--- config.mk ---
export PLATFORM = sky130hd
export DESIGN_NAME = dff_bank_sched
export DESIGN_NICKNAME = d
export VERILOG_FILES = /design/src/rtl/dff_bank_sched.sv
export SDC_FILE = /design/constraint.sdc
export NUM_CORES = 1
export LEC_CHECK = 0
export CELL_PAD_IN_SITES_DETAIL_PLACEMENT = 0
export CELL_PAD_IN_SITES_GLOBAL_PLACEMENT = 1
export CORE_UTILIZATION = 34
export DETAILED_ROUTE_END_ITERATION = 6
export GPL_ROUTABILITY_DRIVEN = 1
export GPL_TIMING_DRIVEN = 1
export HOLD_SLACK_MARGIN = 0.03
export PLACE_DENSITY_LB_ADDON = 0.1
export SYNTH_ARGS = -nofsm -noshare
export SYNTH_HDL_FRONTEND = slang
export SYNTH_SLANG_ARGS = --single-unit
--- constraint.sdc ---
create_clock -name clk -period 2.7 [get_ports clk]
set_input_delay 0.405 -clock clk [delete_from_list [all_inputs] [get_ports clk]]
set_output_delay 0.405 -clock clk [all_outputs]
set_load 0.02 [all_outputs]
--- src/rtl/dff_bank_sched.sv ---
// Round-robin scheduler that sequences LOAD/CLEAR/PRESET/READ operations onto a
// shared D_FF bank, reads the bank back and reports a one-cycle checked response.
//
//   state  | meaning
//   IDLE   | waiting for a request; ready goes to the granted requester
//   APPLY  | bank controls driven for exactly one cycle
//   SETTLE | controls released, bank output settles
//   CHECK  | bank_q sampled and compared with the expected value
//   RESP   | rsp_valid strobe with id/data/err
module dff_bank_sched #(
    parameter int W     = 4,
    parameter int CNT_W = 8
) (
    input  logic             clk,
    input  logic             rst,
    input  logic             req0_valid,
    input  logic [1:0]       req0_op,
    input  logic [W-1:0]     req0_data,
    output logic             req0_ready,
    input  logic             req1_valid,
    input  logic [1:0]       req1_op,
    input  logic [W-1:0]     req1_data,
    output logic             req1_ready,
    output logic [W-1:0]     bank_d,
    output logic             bank_clear_n,
    output logic             bank_preset_n,
    output logic             bank_enable,
    input  logic [W-1:0]     bank_q,
    output logic             rsp_valid,
    output logic             rsp_id,
    output logic [W-1:0]     rsp_data,
    output logic             rsp_err,
    output logic [CNT_W-1:0] err_count
);

    localparam logic [2:0] IDLE   = 3'd0;
    localparam logic [2:0] APPLY  = 3'd1;
    localparam logic [2:0] SETTLE = 3'd2;
    localparam logic [2:0] CHECK  = 3'd3;
    localparam logic [2:0] RESP   = 3'd4;

    localparam logic [1:0] OP_LOAD   = 2'b00;
    localparam logic [1:0] OP_CLEAR  = 2'b01;
    localparam logic [1:0] OP_PRESET = 2'b10;
    localparam logic [1:0] OP_READ   = 2'b11;

    logic [2:0]   state;
    logic         last_grant;
    logic [1:0]   op_r;
    logic [W-1:0] data_r;
    logic         id_r;

    logic         grant_any;
    logic         grant_id;
    logic         handshake;
    logic [1:0]   sel_op;
    logic [W-1:0] sel_data;
    logic [W-1:0] exp_q;
    logic         mismatch;

    // When both requesters are valid the one that did not win last time is served.
    always_comb begin
        grant_any = req0_valid | req1_valid;
        if (req0_valid && req1_valid) begin
            grant_id = ~last_grant;
        end else begin
            grant_id = req1_valid;
        end
        req0_ready = (state == IDLE) && grant_any && !grant_id;
        req1_ready = (state == IDLE) && grant_any && grant_id;
        handshake  = (req0_valid && req0_ready) || (req1_valid && req1_ready);
        sel_op     = grant_id ? req1_op : req0_op;
        sel_data   = grant_id ? req1_data : req0_data;
    end

    always_comb begin
        exp_q = '0;
        case (op_r)
            OP_LOAD:   exp_q = data_r;
            OP_CLEAR:  exp_q = '0;
            OP_PRESET: exp_q = '1;
            default:   exp_q = '0;
        endcase
        mismatch = (op_r != OP_READ) && (bank_q != exp_q);
    end

    always_ff @(posedge clk) begin
        if (rst) begin
            state         <= IDLE;
            last_grant    <= 1'b1;
            op_r          <= OP_LOAD;
            data_r        <= '0;
            id_r          <= 1'b0;
            bank_d        <= '0;
            bank_clear_n  <= 1'b1;
            bank_preset_n <= 1'b1;
            bank_enable   <= 1'b0;
            rsp_valid     <= 1'b0;
            rsp_id        <= 1'b0;
            rsp_data      <= '0;
            rsp_err       <= 1'b0;
            err_count     <= '0;
        end else begin
            case (state)
                IDLE: begin
                    if (handshake) begin
                        state         <= APPLY;
                        last_grant    <= grant_id;
                        op_r          <= sel_op;
                        data_r        <= sel_data;
                        id_r          <= grant_id;
                        // Controls are registered here so they appear exactly in APPLY.
                        bank_enable   <= (sel_op != OP_READ);
                        bank_clear_n  <= (sel_op != OP_CLEAR);
                        bank_preset_n <= (sel_op != OP_PRESET);
                        if (sel_op == OP_LOAD) begin
                            bank_d <= sel_data;
                        end
                    end
                end
                APPLY: begin
                    state         <= SETTLE;
                    bank_enable   <= 1'b0;
                    bank_clear_n  <= 1'b1;
                    bank_preset_n <= 1'b1;
                end
                SETTLE: begin
                    state <= CHECK;
                end
                CHECK: begin
                    state     <= RESP;
                    rsp_valid <= 1'b1;
                    rsp_id    <= id_r;
                    rsp_data  <= bank_q;
                    rsp_err   <= mismatch;
                    if (mismatch && (err_count != '1)) begin
                        err_count <= err_count + CNT_W'(1);
                    end
                end
                RESP: begin
                    state     <= IDLE;
                    rsp_valid <= 1'b0;
                end
                default: begin
                    state <= IDLE;
                end
            endcase
        end
    end

endmodule

==> results of run 1 <==
==> area by class of cell <==
| class | count | share of cell area |
|---|---|---|
| multi-input combinational | 135 | 0.378 |
| clock buffer | 7 | 0.0363 |
| clock inverter | 1 | 0.00357 |
| tap | 52 | 0.0310 |
| inverter | 6 | 0.0107 |
| sequential | 33 | 0.314 |
| timing repair buffer | 49 | 0.226 |
==> worst register-to-register path, cell delays in order (launching register included) <==
cell and delay, ps:
dfxtp_1 520, nor4b_1 100, a21oi_1 140, o311ai_1 100, a221o_1 520, or4_1 560
a21oi_1 170
==> power by group <==
part	internal [mW]	switching [mW]	leakage [nW]
combinational	0.283	0.318	0.411
sequential	0.580	0.0959	0.269
clock	0.182	0.181	0.0385
==> logic make-up (layout without fill, tap and decap cells) <==
family	Yosys count	count (layout)	synth area share
AOI/OAI and AO/OA	53	53	0.219
muxes	6	6	0.0393
buffers and inverters	17	63	0.0475
DFF	33	33	0.432
and+or+nand+nor	74	74	0.248
xor gates and xnor gates	1	1	0.00573
adders and majority gates	1	1	0.00819
==> sequential cells by signal, summed over array words and instances, names as in the netlist <==
register,cells
err_count,8
bank_d,4
data_r,4
rsp_data,4
state,3
op_r,2
bank_clear_n,1
bank_enable,1
bank_preset_n,1
id_r,1
last_grant,1
rsp_err,1
rsp_id,1
rsp_valid,1
==> Yosys cell counts (2+ instances only) <==
library cell	number	share of area
and2_1	2	0.0082
nor2_1	20	0.049
nor2b_1	2	0.0082
a21oi_1	19	0.062
o21ai_0	3	0.0098
o21ai_1	6	0.020
nand3_1	11	0.036
or4_1	3	0.015
mux2i_1	6	0.039
nor3_1	7	0.023
o31ai_1	4	0.020
nand2_1	13	0.032
a211oi_1	11	0.054
nand3b_1	2	0.0098
dfxtp_1	33	0.43
clkbuf_1	9	0.022
inv_1	6	0.015
nor4_1	2	0.0082
nor4b_1	2	0.011
or3_1	3	0.012
==> cell usage in the layout, fill, tap and decap left out, types with 2 or more instances in the layout <==
cell type	count
nor3_1	7
or4_1	3
clkbuf_8	5
nand3b_1	2
o21ai_0	3
clkbuf_1	2
dfxtp_1	33
nor4_1	2
or3_1	3
and2_1	2
mux2i_1	6
nand2_1	13
clkdlybuf4s50_1	43
inv_1	6
nor2_1	20
a21oi_1	19
a211oi_1	11
nor2b_1	2
o31ai_1	4
nand3_1	11
buf_4	6
o21ai_1	6
nor4b_1	2
==> final timing paths <==
path / depth (start not counted) / startpoint / endpoint / slack [ps]
worst max-delay path: 7 / bank_q[3] / err_count[3] / 320
worst min-delay path: 2 / rsp_data[0] / rsp_data[0] / 450
worst max register to register: 6 / op_r[1] / err_count[3] / 530
worst min register to register: 2 / rsp_data[0] / rsp_data[0] / 450
==> per-stage QoR <==
stage	instances	hold WS, ps
2_1_floorplan	185	431
3_3_place_gp	275	441
3_5_place_dp	275	445
4_1_cts	283	455
5_1_grt	283	473
6_report	283	452
==> layer usage <==
metal / vias up / part of all wire
li1: 765 / -
met1: 684 / 0.48
met2: 40 / 0.45
met3: 5 / 0.049
met4: 0 / 0.015
met5: - / 0
==> results.json, run 1 <==
{
  "min_period_ps": 2380,
  "cts_resized": 0,
  "clock_path_buffers": 2,
  "drc": 0,
  "ys_seq_elements": 33,
  "fill_cells": 445,
  "routedWlPerCell_um": 13.2,
  "fin_area_um2": 2100,
  "regArea_um2": 661,
  "busiest_layer": "met2",
  "maxCapViolCount": 0,
  "grt_pass1_wl_um": 6120,
  "clkSinkCount": 33,
  "avgViaCountPerCell": 5.28,
  "routed_wl_um": 3740,
  "required_ps": 2920,
  "syn_to_final_growth_pct": 37.6,
  "ys_seq_area_frac": 0.432,
  "antennaDiodeCount": 0,
  "synth_cells": 185,
  "critPathBufInv": 1,
  "gp_congestion": 0.759,
  "crit_family": "simple AND/OR/NAND/NOR gates",
  "setup_violations": 0,
  "p_total_mw": 1.64,
  "overflow": 0,
  "finalCritPeriodShare": 0.881,
  "antenna_found_initial": 0,
  "cp_slowest_cell": "or4_1",
  "hold_viol": 0,
  "critical_path_class": "primary input to flip-flop",
  "relSlewSlack": 0.517,
  "rsz0062_at_grt": "false",
  "die_w_um": 69.0,
  "grt_max_degree": 20,
  "drtIter0Drc": 77,
  "finClkSkew_ps": 5.31,
  "grtUsageMet1": 0.208,
  "critPathMaxFanout": 14,
  "postCtsSetupBuffers": 0,
  "synthFlopType": "dfxtp_1",
  "yosys.cell_types.count": 41,
  "startpoint_type": "primary input",
  "row_count": 24,
  "p_leak_nw": 0.719,
  "vdd_drop_max_v": 0.000336,
  "clkSlewWorstSetupHoldPaths_ps": 70,
  "cts_tree": "yes",
  "cts_inserted_buffers": 5,
  "drv_slew": 0,
  "grt_pass1_vias": 1346,
  "die-area_um2": 4770,
  "h-tree-depth": 2,
  "syn_avg_cell_area_um2": 8.26,
  "grt_usage": 0.160,
  "vias": 1494,
  "final_nets": 251,
  "powerDensity_nw_per_um2": 781,
  "ys.warnings.count": 0,
  "max_stage_delay_ps": 560,
  "synthArstFlopShare": 0,
  "core-area_um2": 4320,
  "hold_path.class": "flip-flop to flip-flop",
  "synth_edf_count": 0,
  "hold_buffers": 0,
  "fin_tns_setup_ps": 0,
  "die_height_um": 69.0,
  "placement.io_buffers": 43,
  "dr.pass1.iters": 4,
  "fmax_ghz": 0.420,
  "outcome": "complete, no violations",
  "post-place-ws_ps": 39.4,
  "drt.antenna.violating_nets": 0,
  "clk_latency_ps": 280,
  "grt.met3_usage": 0.0482,
  "drive_gt1_frac": 0.0606,
  "cp.arrival_ps": 2590,
  "tightest_slew_ps": 722,
  "use_met2": 0.249,
  "multi_input_area_um2": 795,
  "finish.utilization": 0.486,
  "crit_path_end_kind": "flip-flop",
  "detailed_place.area_um2": 2020,
  "start_util": 0.353,
  "ioPinCount": 44,
  "hpwl_um": 2650,
  "worst_slack_ps": 320,
  "synth_nets": 206,
  "cts_root_buffer": "clkbuf_8",
  "cp_cell_sequence": "clkdlybuf4s50_1 > and3b_1 > a32oi_1 > nand3_1 > a221o_1 > or4_1 > a21oi_1",
  "syn_area_um2": 1530
}
(Power assumes the default switching activity.)
==> run 2: changes to the inputs <==
CTS_CLUSTER_DIAMETER = 80   (was default)
==> results of run 2 <==
No change in the layout: final DEF, timing and power equal those of run 1.
==> run 3: changes to the inputs <==
CTS_CLUSTER_DIAMETER = 120   (was 80)
==> results of run 3 <==
No change in the layout: final DEF, timing and power equal those of run 1.
